==> src/rtl/pmod_adc_block.sv <==
// rtl/pmod_adc_block.sv - SPI ADC frame capture engine (optional leading-zero check: PMOD_ADC_ZERO_CHECK_EN)
module pmod_adc_block #(
    parameter int RESOLUTION   = 12,
    parameter int FRAME_BITS   = 16,
    parameter int CLK_DIV      = 2,
    parameter int QUIET_CYCLES = 4
) (
    input  logic                  clk,
    input  logic                  rst_n,
    input  logic                  start_i,
    input  logic                  adc_dout_i,
    output logic [RESOLUTION-1:0] dout_o,
    output logic                  dout_valid_o,
    output logic                  busy_o,
    output logic                  frame_err_o,
    output logic                  adc_cs_n_o,
    output logic                  adc_sclk_o
);

    localparam int DIV_W   = $clog2(CLK_DIV + 1);
    localparam int BIT_W   = $clog2(FRAME_BITS + 1);
    localparam int QUIET_W = $clog2(QUIET_CYCLES + 1);

    typedef enum logic [1:0] {
        S_IDLE,
        S_SETUP,
        S_SHIFT,
        S_QUIET
    } state_e;

    state_e                  state_q;
    logic [DIV_W-1:0]        div_cnt_q;
    logic [BIT_W-1:0]        bit_cnt_q;
    logic [QUIET_W-1:0]      quiet_cnt_q;
    logic [FRAME_BITS-1:0]   shift_q;
    logic [FRAME_BITS-1:0]   shift_d;
    logic [RESOLUTION-1:0]   dout_q;
    logic                    dout_valid_q;
    logic                    busy_q;
    logic                    adc_cs_n_q;
    logic                    adc_sclk_q;

    logic div_last;
    logic bit_last;
    logic quiet_last;
    logic frame_done;

    assign shift_d    = (shift_q << 1) | FRAME_BITS'(adc_dout_i);
    assign div_last   = (div_cnt_q == DIV_W'(CLK_DIV - 1));
    assign bit_last   = (bit_cnt_q == BIT_W'(FRAME_BITS - 1));
    assign quiet_last = (quiet_cnt_q == QUIET_W'(QUIET_CYCLES - 1));
    // End of the high phase of the final bit: the frame is complete in shift_q.
    assign frame_done = (state_q == S_SHIFT) && div_last && adc_sclk_q && bit_last;

    always_ff @(posedge clk or negedge rst_n) begin
        if (!rst_n) begin
            state_q      <= S_IDLE;
            div_cnt_q    <= '0;
            bit_cnt_q    <= '0;
            quiet_cnt_q  <= '0;
            shift_q      <= '0;
            dout_q       <= '0;
            dout_valid_q <= 1'b0;
            busy_q       <= 1'b0;
            adc_cs_n_q   <= 1'b1;
            adc_sclk_q   <= 1'b1;
        end else begin
            dout_valid_q <= 1'b0;
            case (state_q)
                S_IDLE: begin
                    if (start_i) begin
                        state_q    <= S_SETUP;
                        adc_cs_n_q <= 1'b0;
                        busy_q     <= 1'b1;
                        div_cnt_q  <= '0;
                    end
                end
                S_SETUP: begin
                    if (div_last) begin
                        state_q    <= S_SHIFT;
                        adc_sclk_q <= 1'b0;
                        div_cnt_q  <= '0;
                        bit_cnt_q  <= '0;
                    end else begin
                        div_cnt_q <= div_cnt_q + DIV_W'(1);
                    end
                end
                S_SHIFT: begin
                    if (!div_last) begin
                        div_cnt_q <= div_cnt_q + DIV_W'(1);
                    end else begin
                        div_cnt_q <= '0;
                        if (!adc_sclk_q) begin
                            // Rising SCLK: ADC data has been stable since the falling edge.
                            adc_sclk_q <= 1'b1;
                            shift_q    <= shift_d;
                        end else if (bit_last) begin
                            state_q      <= S_QUIET;
                            adc_cs_n_q   <= 1'b1;
                            dout_q       <= shift_q[RESOLUTION-1:0];
                            dout_valid_q <= 1'b1;
                            quiet_cnt_q  <= '0;
                        end else begin
                            adc_sclk_q <= 1'b0;
                            bit_cnt_q  <= bit_cnt_q + BIT_W'(1);
                        end
                    end
                end
                S_QUIET: begin
                    if (!quiet_last) begin
                        quiet_cnt_q <= quiet_cnt_q + QUIET_W'(1);
                    end else begin
                        quiet_cnt_q <= '0;
                        if (start_i) begin
                            state_q    <= S_SETUP;
                            adc_cs_n_q <= 1'b0;
                            div_cnt_q  <= '0;
                        end else begin
                            state_q <= S_IDLE;
                            busy_q  <= 1'b0;
                        end
                    end
                end
                default: begin
                    state_q    <= S_IDLE;
                    adc_cs_n_q <= 1'b1;
                    adc_sclk_q <= 1'b1;
                    busy_q     <= 1'b0;
                end
            endcase
        end
    end

`ifdef PMOD_ADC_ZERO_CHECK_EN
    localparam logic [FRAME_BITS-1:0] LOW_MASK = FRAME_BITS'((64'd1 << RESOLUTION) - 64'd1);

    logic frame_err_q;

    always_ff @(posedge clk or negedge rst_n) begin
        if (!rst_n) begin
            frame_err_q <= 1'b0;
        end else begin
            frame_err_q <= frame_done && (|(shift_q & ~LOW_MASK));
        end
    end

    assign frame_err_o = frame_err_q;
`else
    assign frame_err_o = 1'b0;
`endif

    assign dout_o       = dout_q;
    assign dout_valid_o = dout_valid_q;
    assign busy_o       = busy_q;
    assign adc_cs_n_o   = adc_cs_n_q;
    assign adc_sclk_o   = adc_sclk_q;

endmodule

==> config.mk <==
export PLATFORM = sky130hd
export DESIGN_NAME = pmod_adc_block
export DESIGN_NICKNAME = d
export VERILOG_FILES = /design/src/rtl/pmod_adc_block.sv
export SDC_FILE = /design/constraint.sdc
export NUM_CORES = 1
export LEC_CHECK = 0
export CAP_MARGIN = 20
export CORE_ASPECT_RATIO = 0.7
export CORE_MARGIN = 2
export CORE_UTILIZATION = 59
export DETAILED_ROUTE_END_ITERATION = 12
export GPL_TIMING_DRIVEN = 0
export HOLD_SLACK_MARGIN = 0.15
export PLACE_DENSITY = 0.85
export SLEW_MARGIN = 20
export SYNTH_ARGS = -nofsm -noshare
export SYNTH_HDL_FRONTEND = slang
export SYNTH_SLANG_ARGS = --single-unit
==> constraint.sdc <==
create_clock -name clk -period 5.3 [get_ports clk]
set_input_delay 1.59 -clock clk [delete_from_list [all_inputs] [get_ports clk]]
set_output_delay 1.59 -clock clk [all_outputs]
set_load 0.01 [all_outputs]
# Yosys cells after proc, flatten, opt, wreduce, memory -nomap -nowiden
# Index checks and enable logic that the tools add are counted.
# W data, S select, Z words.
classes:
  n_addsub: 3
  n_eq_ne: 14
  mux: 40
  n_bitwise: 2
  n_reduce_logical: 14
op_table:
  columns: ["operator", "n"]
  rows:
  - ["$mux W5", 4]
  - ["$mux W2", 9]
  - ["$mux W1", 16]
  - ["$ne A2 B2 Y1 const B", 8]
  - ["$mux W3", 4]
  - ["$or A12 B1 Y12", 1]
  - ["$reduce_and A4 Y1", 3]
  - ["$pmux W5 S2", 1]
  - ["$reduce_and A5 Y1", 2]
  - ["$pmux W2 S4", 1]
  - ["$pmux W2 S3", 1]
  - ["$pmux W3 S2", 1]
  - ["$reduce_and A3 Y1", 2]
  - ["$reduce_and A6 Y1", 1]
  - ["$reduce_bool A2 Y1", 3]
  - ["$add A5 B1 Y5 const B", 1]
  - ["$eq A5 B4 Y1 const B", 1]
  - ["$eq A2 B1 Y1 const B", 2]
  - ["$eq A2 B2 Y1 const B", 2]
  - ["$pmux W1 S2", 2]
  - ["$add A3 B1 Y3 const B", 1]
  - ["$eq A3 B2 Y1 const B", 1]
  - ["$pmux W1 S3", 1]
  - ["$reduce_bool A3 Y1", 1]
  - ["other kinds (4)", 4]
totals:
  register_bits: 40
  input_bits: 4
  out_inout_bits: 17
  wordCells: 83

# Depth between registers and ports, before layout
# Gate-level depths: netlist (run 1).
logic_depth:
  ltp_word: 5
  depth_mapped: 7
  mapped_depth_nobuf: 7

# Worst setup path after synthesis (run 1)
# Ideal clock, no wire load.
synth_timing:
  path_kind: "in2reg"
  startpoint: "input port start_i"
  endpoint: "register state_q[1]"
  setup_ns: 0.125
  arrival_time_ns: 2.324
  required_ns: 5.175
  setup_slack_ns: 2.852
  stages: 4
  path_buffers: 0
  cell_sequence: "inv_1 > a222oi_1 > nand2_1 > mux2_2"
synth_via:
  elab_chain_len: 2
synth_rtl:
  columns: ["element", "line", "source"]
  rows:
  - ["start: declaration", "10", "input logic start_i,"]
  - ["$ne A2 B2 Y1 (no line)", null, null]
  - ["$reduce_and A6 Y1 (no line)", null, null]
  - ["end signal: assignment", "57", "state_q <= S_IDLE;"]
  - ["end signal: assignment", "72", "state_q <= S_SETUP;"]
  - ["end signal: assignment", "80", "state_q <= S_SHIFT;"]
  - ["end: declaration", "31", "state_e state_q;"]
# Every way passes these cells.
# A chain may end at the register's enable or synchronous reset.

# Final worst setup path (run 1)
layout_timing:
  startpoint: "register adc_sclk_q, in the netlist adc_sclk_o"
  endpoint: "output port adc_sclk_o"
layout_rtl:
  columns: ["element", "line", "source"]
  rows:
  - ["start: declaration", "41", "logic adc_sclk_q;"]
  - ["start signal: assignment", "66", "adc_sclk_q <= 1'b1;"]
  - ["start signal: assignment", "81", "adc_sclk_q <= 1'b0;"]
  - ["start signal: assignment", "95", "adc_sclk_q <= 1'b1;"]
  - ["end: declaration", "17", "output logic adc_sclk_o"]
# No word-level cell between the ends.

==> out/metrics.yaml, run 1 <==
place:
  gp_congestion: 0.841
  dpl.hpwl_um: 2400
  dp_slack_ns: 2.07
  port_buffers: 19
  place_area_mm2: 0.00208
sta:
  drv_slew: 0
  layout_setup_ws_ns: 2.26
  grt_setup_unrepaired: "false"
  fin_setup_tns_ns: 0
  fmaxAchievable_mhz: 329
  period_share_pct: 57.3
  setup_viol: 0
  hold_viol: 0
  period_needed_ns: 3.04
  skew_ns: 0.00516
pwr:
  power_density_mw_per_mm2: 271
  finalPower_uw: 598
  ir_worst_vdd_uv: 235
  leakage_uw: 0.00106
routing:
  drt_wl_total_um: 3300
  avgViaCountPerCell: 5.53
  vias: 1167
  ant_nets: 0
  routedWlPerCell_um: 15.6
  firstDrtPassIters: 4
  drt-initial-drc-count: 88
  drc: 0
finish:
  area_delta_synth_final_pct: 20.6
  fill_cells: 183
  drive_above_1_share_pct: 26.3
  antenna_cells: 0
  utilization_pct: 76.6
  fin_area_mm2: 0.00221
  nNetsFinal: 186
synthesis:
  yosysSeqAreaShare_pct: 54.8
  syn_area_mm2: 0.00183
  synth_edf_count: 0
  synth_top_family_by_area: "multiplexers"
  synth_area_leaders: "dfrtp_1 52%, mux2_2 17%, ha_1 5.5%"
  postSynthAreaPerCell_um2: 12.5
  yosysTopAreaCellShare_pct: 51.9
  async_flop_share_pct: 100
  synthAdderAreaFrac_pct: 5.46
  ys_warn_count: 0
  synth_cell_types: 36
  synth_cells: 147
  yosysTopAreaCell: "dfrtp_1"
  synth_nets: 159
  synth_mux_area_share_pct: 17.1
  yosys.area_share.simple_pct: 10.5
  synth-xor-area-share_pct: 0
  synth-compound-area-share_pct: 8.61
  ys_ff_latch: 40
  synth_flop_cell: "dfrtp_1"
floorplan:
  io_pins: 21
  core_mm2: 0.00288
  fp.dieW_um: 70.6
  die_area_mm2: 0.00357
  initial_core_util_pct: 63.5
  num_rows: 16
  die_h_um: 50.6
critical_path:
  crit_family: "flip-flops"
  cp_data_arrival_time_ns: 1.45
  cp_cell_sequence: "clkdlybuf4s50_1"
  critPathSlowestCell: "dfstp_2"
  cp_max_fo: 8
  slowest_delay_ns: 0.60
  end_kind: "output port"
  cp-start-kind: "flip-flop"
  cp.required_ns: 3.71
  path_class: "flip-flop to output port"
  worst-path-buf-inv: 1
global_routing:
  antenna_found_initial: 0
  grt_use_total_pct: 20.6
  grt_pass1_vias: 1171
  grt_pass1_wl_um: 5460
  grt_max_degree: 29
  grt_overflow: 0
clock_tree:
  post_cts_buffers: 0
  cts_resized: 0
  root_buffer: "clkbuf_8"
  cts_buffers: 5
  clock_path_buffers: 2
  cts_tree: "built"
  cts_hold_buf: 0
  cts_max_level: 2
  insertion_delay_ns: 0.29
  clk_pin_slew_ns: 0.07
  clkSinkCount: 40
flow_run:
  maxCapViolations: 0
min_path:
  hold_path.class: "flip-flop to flip-flop"
outcome:
  status: "complete, no violations"
==> synth_stat cells, drive strengths merged (2+ instances only) <==
master	n
and3	3
nand2	11
dfrtp	38
a21oi	4
o31ai	2
buf	5
dfstp	2
ha	8
inv	6
nand3	3
nor2b	3
nand2b	4
nor2	5
mux2	27
o21ai	8
==> cells in the final DEF, fill, tap and decap left out, drive strengths merged, types with 2 or more instances in the layout <==
master and instances:
nand3 3, mux2 27, nor2 5, nor2b 3
a21oi 4, and3 3, clkdlybuf4s50 18, ha 8
clkbuf 7, dfstp 2, buf 7, o31ai 2
dfrtp 38, inv 6, o21ai 8, nand2b 4
nand2 11
==> worst paths after layout <==
path / from / end / slack (ns) / depth (start not counted)
min in group asynchronous: rst_n / quiet_cnt_q[0] / 1.18 / 1
setup / recovery: adc_sclk_o / adc_sclk_o / 2.26 / 1
setup reg to reg: state_q[0] / dout_o[6] / 3.20 / 7
hold reg to reg: bit_cnt_q[4] / bit_cnt_q[4] / 0.48 / 2
max in group asynchronous: rst_n / adc_cs_n_o / 3.61 / 2
hold / removal: bit_cnt_q[4] / bit_cnt_q[4] / 0.48 / 2
==> report_power, final <==
part / total (uW) / switching [uW] / internal [uW]
sequential: 313 / 3.34 / 310
clock: 270 / 104 / 166
combinational: 15.3 / 8.33 / 6.98
==> per-layer routing <==
layer,up-vias,track usage (%),routed length (um)
met5,-,0,0
met4,0,6.60,43
met2,26,33.6,1650
met3,5,6.02,146
li1,570,-,-
met1,566,26.7,1450
==> flip-flops by register name (all words and copies together), names as in the netlist <==
register and count:
adc_cs_n_o 1, adc_sclk_o 1, bit_cnt_q 5, busy_o 1, div_cnt_q 2, dout_o 12, dout_valid_o 1, quiet_cnt_q 3
shift_q 12, state_q 2
==> logic make-up (layout without fill, tap and decap cells) <==
kind of cell             Yosys count  count (layout)
AO/OA/AOI/OAI                     24              24
flip-flops                        40              40
multiplexers                      28              28
other                              1               1
buffers and inverters             11              39
adder cells (fa/ha/maj)            8               8
AND/OR/NAND/NOR                   35              35
==> through the flow <==
step / hold slack (ns) / instances
after floorplan: 0.449 / 147
after global placement: 0.465 / 202
after detailed placement: 0.466 / 203
after CTS: 0.483 / 211
after global routing: 0.514 / 211
final: 0.479 / 211
==> final cells by class <==
type	count	area (um2)	share of cell area, %
sequential	40	1000	45.4
multi-input combinational	96	767	34.7
timing repair buffer	20	205	9.29
clock buffer	7	96.3	4.36
tap	36	45.0	2.04
buffer	5	38.8	1.76
clock inverter	1	30.0	1.36
inverter	6	22.5	1.02
==> worst register-to-register path: stages (launching register included) <==
cell,delay [ns]
dfrtp_1,0.43
inv_1,0.14
ha_1,0.21
buf_4,0.17
inv_1,0.14
nor3_4,0.35
buf_6,0.20
mux2_2,0.35
Power figures use the tool's default switching activity.
==> run 2: changes to the inputs <==
--- a/config.mk
+++ b/config.mk
@@ -8,11 +8,11 @@
 export CAP_MARGIN = 20
 export CORE_ASPECT_RATIO = 0.7
 export CORE_MARGIN = 2
-export CORE_UTILIZATION = 59
+export CORE_UTILIZATION = 49
 export DETAILED_ROUTE_END_ITERATION = 12
 export GPL_TIMING_DRIVEN = 0
 export HOLD_SLACK_MARGIN = 0.15
-export PLACE_DENSITY = 0.85
+export PLACE_DENSITY = 0.76
 export SLEW_MARGIN = 20
 export SYNTH_ARGS = -nofsm -noshare
 export SYNTH_HDL_FRONTEND = slang
==> constraint.sdc (replaced) <==
create_clock -name clk -period 2.6 [get_ports clk]
set_input_delay 0.78 -clock clk [delete_from_list [all_inputs] [get_ports clk]]
set_output_delay 0.78 -clock clk [all_outputs]
set_load 0.01 [all_outputs]
==> run 2 against run 1 <==
Net effect: worst hold slack got worse by 0.099 ns; sequential power increased by 100%; sequential share of layout area decreased by 0.051 points; first-iteration DRC count decreased by 47%; routed wire length decreased by 1.4%; critical path depth unchanged; non-clock buffer count unchanged; largest cell class unchanged; largest power group unchanged; combinational power increased by 100%; clock skew about the same; register-to-register slack got worse by 2.7 ns; die area increased by 19%; final cell count increased by 6.6%.
==> out/metrics.yaml, run 2 (synthesized netlist as in run 1, its figures left out) <==
critical_path:
  path_class: "flip-flop to output port"
  cp_data_arrival_time_ns: 1.44
  end_kind: "output port"
  cp.required_ns: 1.82
  critPathSlowestCell: "dfstp_2"
  cp-start-kind: "flip-flop"
  slowest_delay_ns: 0.60
  crit_family: "flip-flops"
  worst-path-buf-inv: 1
  cp_cell_sequence: "clkdlybuf4s50_1"
  cp_max_fo: 8
floorplan:
  io_pins: 21
  num_rows: 18
  die_h_um: 55.2
  core_mm2: 0.00356
  initial_core_util_pct: 51.5
  fp.dieW_um: 77.1
  die_area_mm2: 0.00425
clock_tree:
  post_cts_buffers: 0
  insertion_delay_ns: 0.29
  clkSinkCount: 40
  cts_resized: 0
  cts_tree: "built"
  cts_buffers: 5
  clock_path_buffers: 2
  cts_hold_buf: 0
  cts_max_level: 2
  clk_pin_slew_ns: 0.07
  root_buffer: "clkbuf_8"
pwr:
  power_density_mw_per_mm2: 525
  clkPwrFrac_pct: 42.4
  leakage_uw: 0.00105
  power_switching_uw: 232
  p_sw_share_pct: 19.9
  pwr-share-seq_pct: 55.0
  comb_power_share_pct: 2.7
  finalPower_uw: 1160
  internal_power_uw: 929
  ir_worst_vdd_uv: 382
place:
  place_inst: 217
  place_area_mm2: 0.00210
  gp_congestion: 0.738
  dpl.hpwl_um: 2480
  port_buffers: 19
routing:
  avgViaCountPerCell: 5.24
  drt_wl_total_um: 3250
  drt-initial-drc-count: 47
  vias: 1179
  met2_length_um: 1610
  wl_met1_um: 1450
  firstDrtPassIters: 4
  drc: 0
  wl_met3_um: 136
  routedWlPerCell_um: 14.4
  ant_nets: 0
  dr.max_layer_used: "met4"
finish:
  multi_input_area_um2: 767
  fin_cells: 225
  fill_cells: 280
  mostFrequentLayoutCells: "38 x dfrtp_1, 27 x mux2_2, 18 x clkdlybuf4s50_1"
  fin_area_mm2: 0.00221
  layout.area.seq_mm2: 0.00100
  area_delta_synth_final_pct: 20.7
  final_common_cell: "dfrtp_1"
  nNetsFinal: 186
  antenna_cells: 0
  drive_above_1_share_pct: 26.3
sta:
  hold_viol: 0
  fmaxAchievable_mhz: 450
  hold_ws_ns: 0.379
  drv_slew: 0
  period_share_pct: 85.4
  setup_viol: 0
  period_needed_ns: 2.22
  grt_setup_unrepaired: "false"
  skew_ns: 0.00481
global_routing:
  grt_pass1_vias: 1201
  grt_use_total_pct: 17.4
  grt_overflow: 0
  antenna_found_initial: 0
  grt_max_degree: 29
  grt_pass1_wl_um: 5550
min_path:
  hold_path.class: "input pin to asynchronous set/reset pin"
outcome:
  status: "complete, no violations"
flow_run:
  maxCapViolations: 0
==> run 2: changes by cell type in the layout (fill, tap and decap cells not counted), sizes merged <==
cell	previous run	this run
clkbuf	7	5
clkinv	0	1
clkinvlp	0	1
==> run 2: power by group through the flow <==
stage | registers (uW) | logic, uW | clock network (uW)
after global placement | 649 | 28.4 | 0
after floorplan | 648 | 10.4 | 0
after CTS | 638 | 32.3 | 506
final | 638 | 31.0 | 492
after global routing | 639 | 35.9 | 539
after detailed placement | 650 | 32.2 | 0
==> run 2: path summary, 6_finish.rpt <==
check	cells after the start	slack (ns)	start	end
max	1	0.38	adc_sclk_o	adc_sclk_o
min	1	0.38	rst_n	state_q[1]
max reg2reg	7	0.46	bit_cnt_q[0]	bit_cnt_q[3]
min reg2reg	2	0.50	bit_cnt_q[4]	bit_cnt_q[4]
max in group asynchronous	2	1.78	rst_n	shift_q[8]
min in group clk	2	0.50	bit_cnt_q[4]	bit_cnt_q[4]
==> run 2: cell type report <==
type	count	area share, %
clock buffer	5	3.11
multi-input combinational	96	34.7
timing repair buffer	20	9.28
inverter	6	1.02
buffer	5	1.75
sequential	40	45.4
clock inverter	3	1.92
tap	50	2.83
==> run 2: stage by stage <==
stage | setup WS (ns) | utilization [%] | setup TNS, ns
2_1_floorplan | 0.709 | - | 0
3_3_place_gp | -0.157 | 58.6 | -5.89
3_5_place_dp | 0.237 | 59.0 | 0
4_1_cts | 0.367 | 62.1 | 0
5_1_grt | 0.311 | 62.1 | 0
6_report | 0.379 | 62.1 | 0
==> run 2: per-layer routing <==
metal | up-vias | GRT usage, %
met3 | 5 | 4.22
li1 | 568 | -
met2 | 21 | 29.8
met5 | - | 0
met1 | 585 | 21.8
met4 | 0 | 7.74
